## src/rtl/addsub_arbiter_pkg.sv

```systemverilog
// -----------------------------------------------------------------------------
// addsub_arbiter_pkg
// Shared definitions for the add/sub arbiter slice.
//   state_t : FSM state encoding (IDLE / EXEC / DONE)
//   ID_R0/1 : requester identifiers carried with each operation into res_id
// -----------------------------------------------------------------------------
package addsub_arbiter_pkg;

    typedef enum logic [1:0] {
        ST_IDLE = 2'd0,
        ST_EXEC = 2'd1,
        ST_DONE = 2'd2
    } state_t;

    localparam logic ID_R0 = 1'b0;
    localparam logic ID_R1 = 1'b1;

endpackage

```

## src/rtl/addsub_arbiter_if.sv

```systemverilog
// -----------------------------------------------------------------------------
// addsub_arbiter_if
// Bundles the two requester handshakes, the result handshake and the status
// outputs of addsub_arbiter.
//   master : client side (drives valid/operands/res_ready, sees ready/results)
//   slave  : arbiter side (the mirror image)
// Parameters: W (operand width), CNT_W (op counter width).
// -----------------------------------------------------------------------------
interface addsub_arbiter_if #(
    parameter int W     = 4,
    parameter int CNT_W = 16
);
    logic             r0_valid;
    logic             r0_ready;
    logic [W-1:0]     r0_a;
    logic [W-1:0]     r0_b;
    logic             r0_m;

    logic             r1_valid;
    logic             r1_ready;
    logic [W-1:0]     r1_a;
    logic [W-1:0]     r1_b;
    logic             r1_m;

    logic             res_valid;
    logic             res_ready;
    logic [W-1:0]     res_s;
    logic             res_c;
    logic             res_v;
    logic             res_id;

    logic             busy;
    logic [CNT_W-1:0] op_count;

    modport master (
        output r0_valid, r0_a, r0_b, r0_m,
        output r1_valid, r1_a, r1_b, r1_m,
        output res_ready,
        input  r0_ready, r1_ready,
        input  res_valid, res_s, res_c, res_v, res_id,
        input  busy, op_count
    );

    modport slave (
        input  r0_valid, r0_a, r0_b, r0_m,
        input  r1_valid, r1_a, r1_b, r1_m,
        input  res_ready,
        output r0_ready, r1_ready,
        output res_valid, res_s, res_c, res_v, res_id,
        output busy, op_count
    );
endinterface

```

## src/rtl/addsub_cla.sv

```systemverilog
// -----------------------------------------------------------------------------
// addsub_cla
// W-bit carry-lookahead adder/subtractor, purely combinational.
//   a, b : operands        m : 0 = a+b, 1 = a-b
//   s    : result          c : carry out of bit W-1 (subtract: 1 = no borrow)
//   v    : signed overflow (carry into MSB xor carry out of MSB)
// -----------------------------------------------------------------------------
module addsub_cla #(
    parameter int W = 4
) (
    input  logic [W-1:0] a,
    input  logic [W-1:0] b,
    input  logic         m,
    output logic [W-1:0] s,
    output logic         c,
    output logic         v
);
    logic [W-1:0] bx;
    logic [W-1:0] g;
    logic [W-1:0] p;
    logic [W:0]   cy;

    assign bx = b ^ {W{m}};
    assign g  = a & bx;
    assign p  = a ^ bx;

    // Lookahead recurrence c[i+1] = g[i] | p[i]&c[i], flattened by synthesis.
    always_comb begin
        cy    = '0;
        cy[0] = m;
        for (int i = 0; i < W; i++) begin
            cy[i+1] = g[i] | (p[i] & cy[i]);
        end
    end

    assign s = p ^ cy[W-1:0];
    assign c = cy[W];
    assign v = cy[W] ^ cy[W-1];
endmodule

```

## src/rtl/rr_arb2.sv

```systemverilog
// -----------------------------------------------------------------------------
// rr_arb2
// Two-way round-robin arbiter.
//   clk, rst : clock, synchronous active-high reset (prio -> 0)
//   en       : arbitration allowed this cycle
//   req[1:0] : requests            gnt[1:0] : one-hot grant (combinational)
// A lone request always wins. On contention requester `prio` wins and prio
// moves to the other side; prio is otherwise left alone.
// -----------------------------------------------------------------------------
module rr_arb2 (
    input  logic       clk,
    input  logic       rst,
    input  logic       en,
    input  logic [1:0] req,
    output logic [1:0] gnt
);
    logic prio;

    always_comb begin
        gnt = 2'b00;
        if (en) begin
            if (&req) gnt = prio ? 2'b10 : 2'b01;
            else      gnt = req;
        end
    end

    always_ff @(posedge clk) begin
        if (rst)                prio <= 1'b0;
        else if (en && (&req))  prio <= ~gnt[1];
    end
endmodule

```

## src/rtl/addsub_arbiter.sv

```systemverilog
// -----------------------------------------------------------------------------
// addsub_arbiter
// Shares one addsub_cla between two requesters; one operation in flight.
//   clk, rst : clock, synchronous active-high reset
//   bus      : addsub_arbiter_if.slave - requester handshakes r0_*/r1_*,
//              result handshake res_*, busy and op_count status
//
//   state   | meaning
//   IDLE    | waiting for a request; grant and latch operands on accept
//   EXEC    | datapath works on latched operands; results captured at edge
//   DONE    | results presented, held until res_ready
// -----------------------------------------------------------------------------
module addsub_arbiter
    import addsub_arbiter_pkg::*;
#(
    parameter int W     = 4,
    parameter int CNT_W = 16
) (
    input  logic              clk,
    input  logic              rst,
    addsub_arbiter_if.slave   bus
);
    state_t           state, state_nxt;
    logic [1:0]       gnt;
    logic             arb_en;
    logic             r0_ready, r1_ready;

    logic [W-1:0]     op_a, op_b;
    logic             op_m, op_id;
    logic [W-1:0]     dp_s;
    logic             dp_c, dp_v;

    logic [W-1:0]     res_s;
    logic             res_c, res_v, res_id, res_valid;
    logic [CNT_W-1:0] op_count;

    // Blocking the arbiter during reset keeps both readies low while rst is high.
    assign arb_en = (state == ST_IDLE) && !rst;

    rr_arb2 u_arb (
        .clk (clk),
        .rst (rst),
        .en  (arb_en),
        .req ({bus.r1_valid, bus.r0_valid}),
        .gnt (gnt)
    );

    addsub_cla #(.W(W)) u_cla (
        .a (op_a),
        .b (op_b),
        .m (op_m),
        .s (dp_s),
        .c (dp_c),
        .v (dp_v)
    );

    always_comb begin
        state_nxt = state;
        r0_ready  = 1'b0;
        r1_ready  = 1'b0;
        case (state)
            ST_IDLE: begin
                r0_ready = gnt[0];
                r1_ready = gnt[1];
                if (|gnt) state_nxt = ST_EXEC;
            end
            ST_EXEC: state_nxt = ST_DONE;
            ST_DONE: if (bus.res_ready) state_nxt = ST_IDLE;
            default: state_nxt = ST_IDLE;
        endcase
    end

    always_ff @(posedge clk) begin
        if (rst) begin
            state     <= ST_IDLE;
            op_a      <= '0;
            op_b      <= '0;
            op_m      <= 1'b0;
            op_id     <= ID_R0;
            res_s     <= '0;
            res_c     <= 1'b0;
            res_v     <= 1'b0;
            res_id    <= 1'b0;
            res_valid <= 1'b0;
            op_count  <= '0;
        end else begin
            state <= state_nxt;
            case (state)
                ST_IDLE: begin
                    if (gnt[1]) begin
                        op_a  <= bus.r1_a;
                        op_b  <= bus.r1_b;
                        op_m  <= bus.r1_m;
                        op_id <= ID_R1;
                    end else if (gnt[0]) begin
                        op_a  <= bus.r0_a;
                        op_b  <= bus.r0_b;
                        op_m  <= bus.r0_m;
                        op_id <= ID_R0;
                    end
                end
                ST_EXEC: begin
                    res_s     <= dp_s;
                    res_c     <= dp_c;
                    res_v     <= dp_v;
                    res_id    <= op_id;
                    res_valid <= 1'b1;
                end
                ST_DONE: begin
                    if (bus.res_ready) begin
                        res_valid <= 1'b0;
                        op_count  <= op_count + 1'b1;
                    end
                end
                default: ;
            endcase
        end
    end

    assign bus.r0_ready  = r0_ready;
    assign bus.r1_ready  = r1_ready;
    assign bus.res_valid = res_valid;
    assign bus.res_s     = res_s;
    assign bus.res_c     = res_c;
    assign bus.res_v     = res_v;
    assign bus.res_id    = res_id;
    assign bus.busy      = (state != ST_IDLE);
    assign bus.op_count  = op_count;
endmodule
```

## src/flat_wrapper.sv

```systemverilog
// flat-port wrapper written by rule: the top's interface ports become plain ports
module addsub_arbiter_flat import addsub_arbiter_pkg::*;
#(
    parameter int W     = 4,
    parameter int CNT_W = 16
)
  (clk, rst, bus_r0_valid, bus_r0_a, bus_r0_b, bus_r0_m, bus_r1_valid, bus_r1_a, bus_r1_b, bus_r1_m, bus_res_ready, bus_r0_ready, bus_r1_ready, bus_res_valid, bus_res_s, bus_res_c, bus_res_v, bus_res_id, bus_busy, bus_op_count);
  addsub_arbiter_if #(.W(W), .CNT_W(CNT_W)) bus_i ();
  input  logic clk;
  input  logic rst;
  input wire logic [$bits(bus_i.r0_valid)-1:0] bus_r0_valid;
  input wire logic [$bits(bus_i.r0_a)-1:0] bus_r0_a;
  input wire logic [$bits(bus_i.r0_b)-1:0] bus_r0_b;
  input wire logic [$bits(bus_i.r0_m)-1:0] bus_r0_m;
  input wire logic [$bits(bus_i.r1_valid)-1:0] bus_r1_valid;
  input wire logic [$bits(bus_i.r1_a)-1:0] bus_r1_a;
  input wire logic [$bits(bus_i.r1_b)-1:0] bus_r1_b;
  input wire logic [$bits(bus_i.r1_m)-1:0] bus_r1_m;
  input wire logic [$bits(bus_i.res_ready)-1:0] bus_res_ready;
  output wire logic [$bits(bus_i.r0_ready)-1:0] bus_r0_ready;
  output wire logic [$bits(bus_i.r1_ready)-1:0] bus_r1_ready;
  output wire logic [$bits(bus_i.res_valid)-1:0] bus_res_valid;
  output wire logic [$bits(bus_i.res_s)-1:0] bus_res_s;
  output wire logic [$bits(bus_i.res_c)-1:0] bus_res_c;
  output wire logic [$bits(bus_i.res_v)-1:0] bus_res_v;
  output wire logic [$bits(bus_i.res_id)-1:0] bus_res_id;
  output wire logic [$bits(bus_i.busy)-1:0] bus_busy;
  output wire logic [$bits(bus_i.op_count)-1:0] bus_op_count;
  assign bus_i.r0_valid = bus_r0_valid;
  assign bus_i.r0_a = bus_r0_a;
  assign bus_i.r0_b = bus_r0_b;
  assign bus_i.r0_m = bus_r0_m;
  assign bus_i.r1_valid = bus_r1_valid;
  assign bus_i.r1_a = bus_r1_a;
  assign bus_i.r1_b = bus_r1_b;
  assign bus_i.r1_m = bus_r1_m;
  assign bus_i.res_ready = bus_res_ready;
  assign bus_r0_ready = bus_i.r0_ready;
  assign bus_r1_ready = bus_i.r1_ready;
  assign bus_res_valid = bus_i.res_valid;
  assign bus_res_s = bus_i.res_s;
  assign bus_res_c = bus_i.res_c;
  assign bus_res_v = bus_i.res_v;
  assign bus_res_id = bus_i.res_id;
  assign bus_busy = bus_i.busy;
  assign bus_op_count = bus_i.op_count;
  addsub_arbiter #(.W(W), .CNT_W(CNT_W)) u_core (.clk(clk), .rst(rst), .bus(bus_i));
endmodule
```

## config.mk

```make
export PLATFORM = sky130hd
export DESIGN_NAME = addsub_arbiter_flat
export DESIGN_NICKNAME = d
export VERILOG_FILES = /design/src/rtl/addsub_arbiter_pkg.sv /design/src/rtl/addsub_arbiter_if.sv /design/src/rtl/addsub_cla.sv /design/src/rtl/rr_arb2.sv /design/src/rtl/addsub_arbiter.sv /design/src/flat_wrapper.sv
export SDC_FILE = /design/constraint.sdc
export NUM_CORES = 1
export LEC_CHECK = 0
export CAP_MARGIN = 25
export CORE_MARGIN = 3
export CORE_UTILIZATION = 29
export CTS_CLUSTER_SIZE = 30
export DETAILED_ROUTE_END_ITERATION = 10
export PLACE_DENSITY = 0.5
export REMOVE_ABC_BUFFERS = 1
export SYNTH_ARGS = -nofsm -noshare
export SYNTH_HDL_FRONTEND = slang
export SYNTH_SLANG_ARGS = --single-unit
```

## constraint.sdc

```tcl
create_clock -name clk -period 4.2 [get_ports clk]
set_input_delay 0.84 -clock clk [delete_from_list [all_inputs] [get_ports clk]]
set_output_delay 0.84 -clock clk [all_outputs]
set_load 0.03 [all_outputs]
```

==> results.toml, run 1 <==
[route]
vias_per_cell = 4.47
wl_per_cell_um = 12.3
postRouteAntennaNets = 0
first_iter_violations = 36
drc = 0
num_vias = 1371
routed_wl_um = 3780
firstDrtPassIters = 4

[logic_synthesis]
syn_area_per_cell_um2 = 9.21
synth_commonest_cells = "dfxtp_1, nor2_1, mux2i_1"
synth_seq_cells = 37
synth_top_cell_by_area = "dfxtp_1"
synth_cells = 186
yosysMostFrequentCell = "dfxtp_1"
synthArstFlopShare_pct = 0
yosys-top-cells-area = "dfxtp_1, mux2i_1, nor2_1, a211oi_1, xor2_1"
synth-edff-count = 0
synth_top_cell_area_share_pct = 43.2
synthDistinctLibCells = 33
seq_area_frac_synth_pct = 43.2
synth_area_um2 = 1710
yosysWarnings = 0
ys.flop_type = "dfxtp_1"

[layout]
ff_latch_area_um2 = 741
drive_gt1_share_pct = 5.11
final_cell_count_no_fill = 307
final_nets = 262
area_growth_pct = 37.2
final_util_pct = 41.9
n_fill_cell = 601
multi_input_area_um2 = 895
antenna_cells = 0

[timing]
fin_skew_ns = 0.00581
tightestPinTransition_ns = 0.451
finalCritPeriodShare_pct = 66.2
rsz0062_at_grt = "no"
fin_setup_tns_ns = 0
setup_ws_ns = 1.42
slew_headroom_pct = 70.0
hold_viol = 0
max_freq_mhz = 359
finalMaxSlewViolations = 0
setup_viol = 0
finalCriticalPeriod_ns = 2.78

[die]
row_count = 27
fp.dieH_um = 82.9
top_level_ports = 50
coreArea_um2 = 5610
design.die.area_um2 = 6860
start_util_pct = 30.5
die_x_um = 82.9

[power_and_ir_drop]
p_leak_uw = 0.000914
intPower_uw = 579
pwr-share-comb_pct = 19.4
seq_power_share_pct = 49.1
ir_worst_vdd_mv = 0.109
power_switching_uw = 215
p_per_area_nw_per_um2 = 338
p_sw_share_pct = 27.1
clkPwrFrac_pct = 31.4

[placed_design]
place_congestion = 0.728
io_buffer_count = 49
dp_slack_ns = 1.41
dp_cells = 300
dp_hpwl_um = 2820

[grt]
grt_max_degree = 31
use_met1_pct = 14.3
grt_pass1_vias = 1373
grt_util_met3_pct = 4.27
antenna_found_initial = 0
globalRouteMet2Util_pct = 19.2
grt_pass1_wl_um = 6530
grt-busiest-layer = "met2"
grtUsageTotal_pct = 11.6
overflow = 0

[clock_tree]
postCtsHoldBufs = 0
post_cts_buffers = 0
cts_max_level = 2
clk_latency_ns = 0.28
cts_sinks = 37
cts_resized = 0
clkTransAtPathRegs_ns = 0.07
cts_max_path_buffers = 2
cts_tree = "yes"
cts_root_buf = "clkbuf_8"
cts_buffers = 5

[worst_setup_path]
crit_path_start_kind = "input port"
cp.required_ns = 3.36
r2r_setup_slack_ns = 2.00
cp.arrival_ns = 1.94
end_kind = "primary output"
crit_type = "input port to primary output"
worstPathMaxFanout = 9

[run_status]
outcome = "complete, no violations"

[worst_hold_path]
hp-class = "flop to flop"

[run]
cap_violations = 0
==> final timing paths <==
check | startpoint | cells past startpoint | endpoint
hold / removal | u_core.op_id | 2 | u_core.op_id
hold reg to reg | u_core.op_id | 2 | u_core.op_id
setup reg to reg | u_core.op_m | 7 | u_core.bus.res_s[3]
setup / recovery | rst | 4 | bus_r1_ready
==> power by group through the flow <==
stage | combinational [uW] | clock, uW | sequential [uW]
final | 154 | 250 | 390
after global routing | 173 | 274 | 393
after CTS | 157 | 262 | 390
after detailed placement | 158 | 0 | 398
after global placement | 158 | 0 | 398
after floorplan | 76.4 | 0 | 410
==> cells in the final DEF, fill, tap and decap left out, drive strengths merged, types with 2 or more instances in the layout <==
cell type and instances:
o31ai 2, buf 5, and3 3, and2 2, and4 2, nor3 2, nand2 9, a211oi 12
nand4b 3, inv 8, xor2 8, mux2i 15, nand3 5, xnor2 7, clkbuf 7, or3 4
nor2 30, or4 2, nand4 4, a21oi 7, fa 3, dfxtp 37, o21ai 4, clkdlybuf4s50 47
==> metrics by stage <==
step                hold WS, ns  cell area, um2  power (uW)
floorplan                 0.449            1670         486
global placement          0.468            2260         556
detailed placement        0.464            2260         556
CTS                       0.478            2350         810
global route              0.504            2350         840
finish                    0.473            2350         794
==> logic make-up after synthesis <==
family,count (synthesis),share of synthesized area (%)
and+or+nand+nor,72,22.2
adders and majority gates,4,4.24
buffers and inverters,18,4.53
xor gates and xnor gates,15,7.67
muxes,15,8.77
DFF,37,43.2
AOI/OAI and AO/OA,25,9.35
==> sequential cells by signal (all words and copies together) (netlist names) <==
| signal | count |
|---|---|
| u_core.bus.op_count | 16 |
| u_core.bus.res_c | 1 |
| u_core.bus.res_id | 1 |
| u_core.bus.res_s | 4 |
| u_core.bus.res_v | 1 |
| u_core.bus.res_valid | 1 |
| u_core.op_a | 4 |
| u_core.op_b | 4 |
| u_core.op_id | 1 |
| u_core.op_m | 1 |
| u_core.state | 2 |
| u_core.u_arb.prio | 1 |
==> cell type report <==
class,instances,share of cell area [%]
flip-flops and latches,37,31.5
well taps,72,3.83
multi-input cells,131,38.1
repair buffers,52,21.6
inverters,8,1.28
clock buffers,7,3.67
==> critical path: stages <==
cell and delay [ns]:
clkdlybuf4s50_1 0.57, nand4b_1 0.29, inv_1 0.09, buf_4 0.15
==> metal layers <==
layer  vias up  part of all wire [%]
met2        44                    44
li1        735                     -
met4         0                   1.0
met1       586                    47
met3         6                   7.4
met5         -                     0
No activity file was read; power rests on OpenSTA's default activity.
==> inputs of run 2 (changes only) <==
PLACE_DENSITY = 0.52   (was 0.5)
clock period = 2.5 ns   (was 4.2 ns; I/O delays follow)
==> results.toml, run 2 (synthesized netlist as in run 1, its figures left out) <==
[timing]
finalMaxSlewViolations = 0
tightestPinTransition_ns = 0.445
setup_viol = 0
finalCriticalPeriod_ns = 2.19
fin_setup_tns_ns = 0
slew_headroom_pct = 70.4
hold_viol = 0
max_freq_mhz = 457
fin_skew_ns = 0.00858
rsz0062_at_grt = "no"
finalCritPeriodShare_pct = 87.5
setup_ws_ns = 0.312

[route]
num_vias = 1403
routed_wl_um = 3730
vias_per_cell = 4.56
first_iter_violations = 33
wl_per_cell_um = 12.1
drc = 0
postRouteAntennaNets = 0
firstDrtPassIters = 2

[layout]
antenna_cells = 0
final_common_cell = "clkdlybuf4s50_1"
n_fill_cell = 592
final_nets = 263
final_cell_count_no_fill = 308
ff_latch_area_um2 = 741
area_growth_pct = 37.6
largest_reg_flops = 16
drive_gt1_share_pct = 5.51
top_register = "u_core.bus.op_count"
final_area_um2 = 2360
final_util_pct = 42.0
final_cell_mix = "clkdlybuf4s50_1, dfxtp_1, nor2_1, mux2i_1, a211oi_1"
multi_input_area_um2 = 895

[grt]
overflow = 0
grt_pass1_vias = 1428
grtUsageTotal_pct = 11.2
grt_pass1_wl_um = 6480
grt_max_degree = 36
antenna_found_initial = 0

[power_and_ir_drop]
p_leak_uw = 0.000919
ir_worst_vdd_mv = 0.213
p_per_area_nw_per_um2 = 564

[die]
top_level_ports = 50
die_x_um = 82.9
design.die.area_um2 = 6860
fp.dieH_um = 82.9
coreArea_um2 = 5610
start_util_pct = 30.5
row_count = 27

[worst_setup_path]
crit_type = "flop to flop"
cp.required_ns = 2.66
end_kind = "flop"
worstPathMaxFanout = 5
r2r_setup_slack_ns = 0.31
r2r_start = "u_core.op_m"
cp.arrival_ns = 2.35
reg2reg_depth = 7
crit_path_start_kind = "flop"
r2r-end = "u_core.bus.res_s[3]"

[clock_tree]
postCtsHoldBufs = 0
cts_buffers = 5
cts_tree = "yes"
cts_resized = 0
cts_root_buf = "clkbuf_8"
cts_max_path_buffers = 2
cts_max_level = 2
clkTransAtPathRegs_ns = 0.08
cts_sinks = 37
post_cts_buffers = 0
clk_latency_ns = 0.28

[placed_design]
place_congestion = 0.693
placed_area_um2 = 2270
dp_cells = 301
io_buffer_count = 49
dp_slack_ns = 0.307
dp_hpwl_um = 2790

[run]
cap_violations = 0

[worst_hold_path]
hp-class = "flop to flop"
min_to = "u_core.bus.op_count[15]"
hp-start = "u_core.bus.op_count[15]"
whs_path_depth = 2

[run_status]
outcome = "complete, no violations"
run 2: cell type report:
type / count / area share (%)
tap: 72 / 3.82
timing repair buffer: 53 / 21.9
sequential: 37 / 31.4
inverter: 8 / 1.27
clock buffer: 7 / 3.66
multi-input combinational: 131 / 38.0
run 2: per-stage QoR:
| step | total power [uW] | hold WS (ns) |
|---|---|---|
| finish | 1330 | 0.492 |
| global route | 1410 | 0.515 |
| CTS | 1360 | 0.490 |
| detailed placement | 932 | 0.478 |
| global placement | 930 | 0.461 |
| floorplan | 817 | 0.449 |
run 2: critical path, stage by stage (launching register included):
cell	delay, ns
dfxtp_1	0.43
xnor2_1	0.12
fa_1	0.42
fa_1	0.41
inv_1	0.09
fa_1	0.40
mux2i_1	0.14
nor2_1	0.05
run 2: routing by layer:
metal	up-vias	part of all wire, %	track usage (%)
met4	0	0.62	2.67
met2	39	44	18.6
met1	613	48	13.9
li1	746	-	-
met3	5	6.6	4.17
met5	-	0	0
run 2: power by group:
| part | internal [uW] | switching [uW] |
|---|---|---|
| registers | 625 | 29.5 |
| logic | 129 | 130 |
| clock network | 219 | 198 |
| total | 973 | 357 |
run 2: worst max-delay path by stage:
stage                      startpoint             endpoint  slack (ns)
final                     u_core.op_m  u_core.bus.res_s[3]        0.31
after global placement    u_core.op_m  u_core.bus.res_s[3]        0.36
after floorplan           u_core.op_m  u_core.bus.res_s[3]        0.43
after global routing      u_core.op_m  u_core.bus.res_s[3]        0.18
after detailed placement  u_core.op_m  u_core.bus.res_s[3]        0.31
after CTS                 u_core.op_m  u_core.bus.res_s[3]        0.29
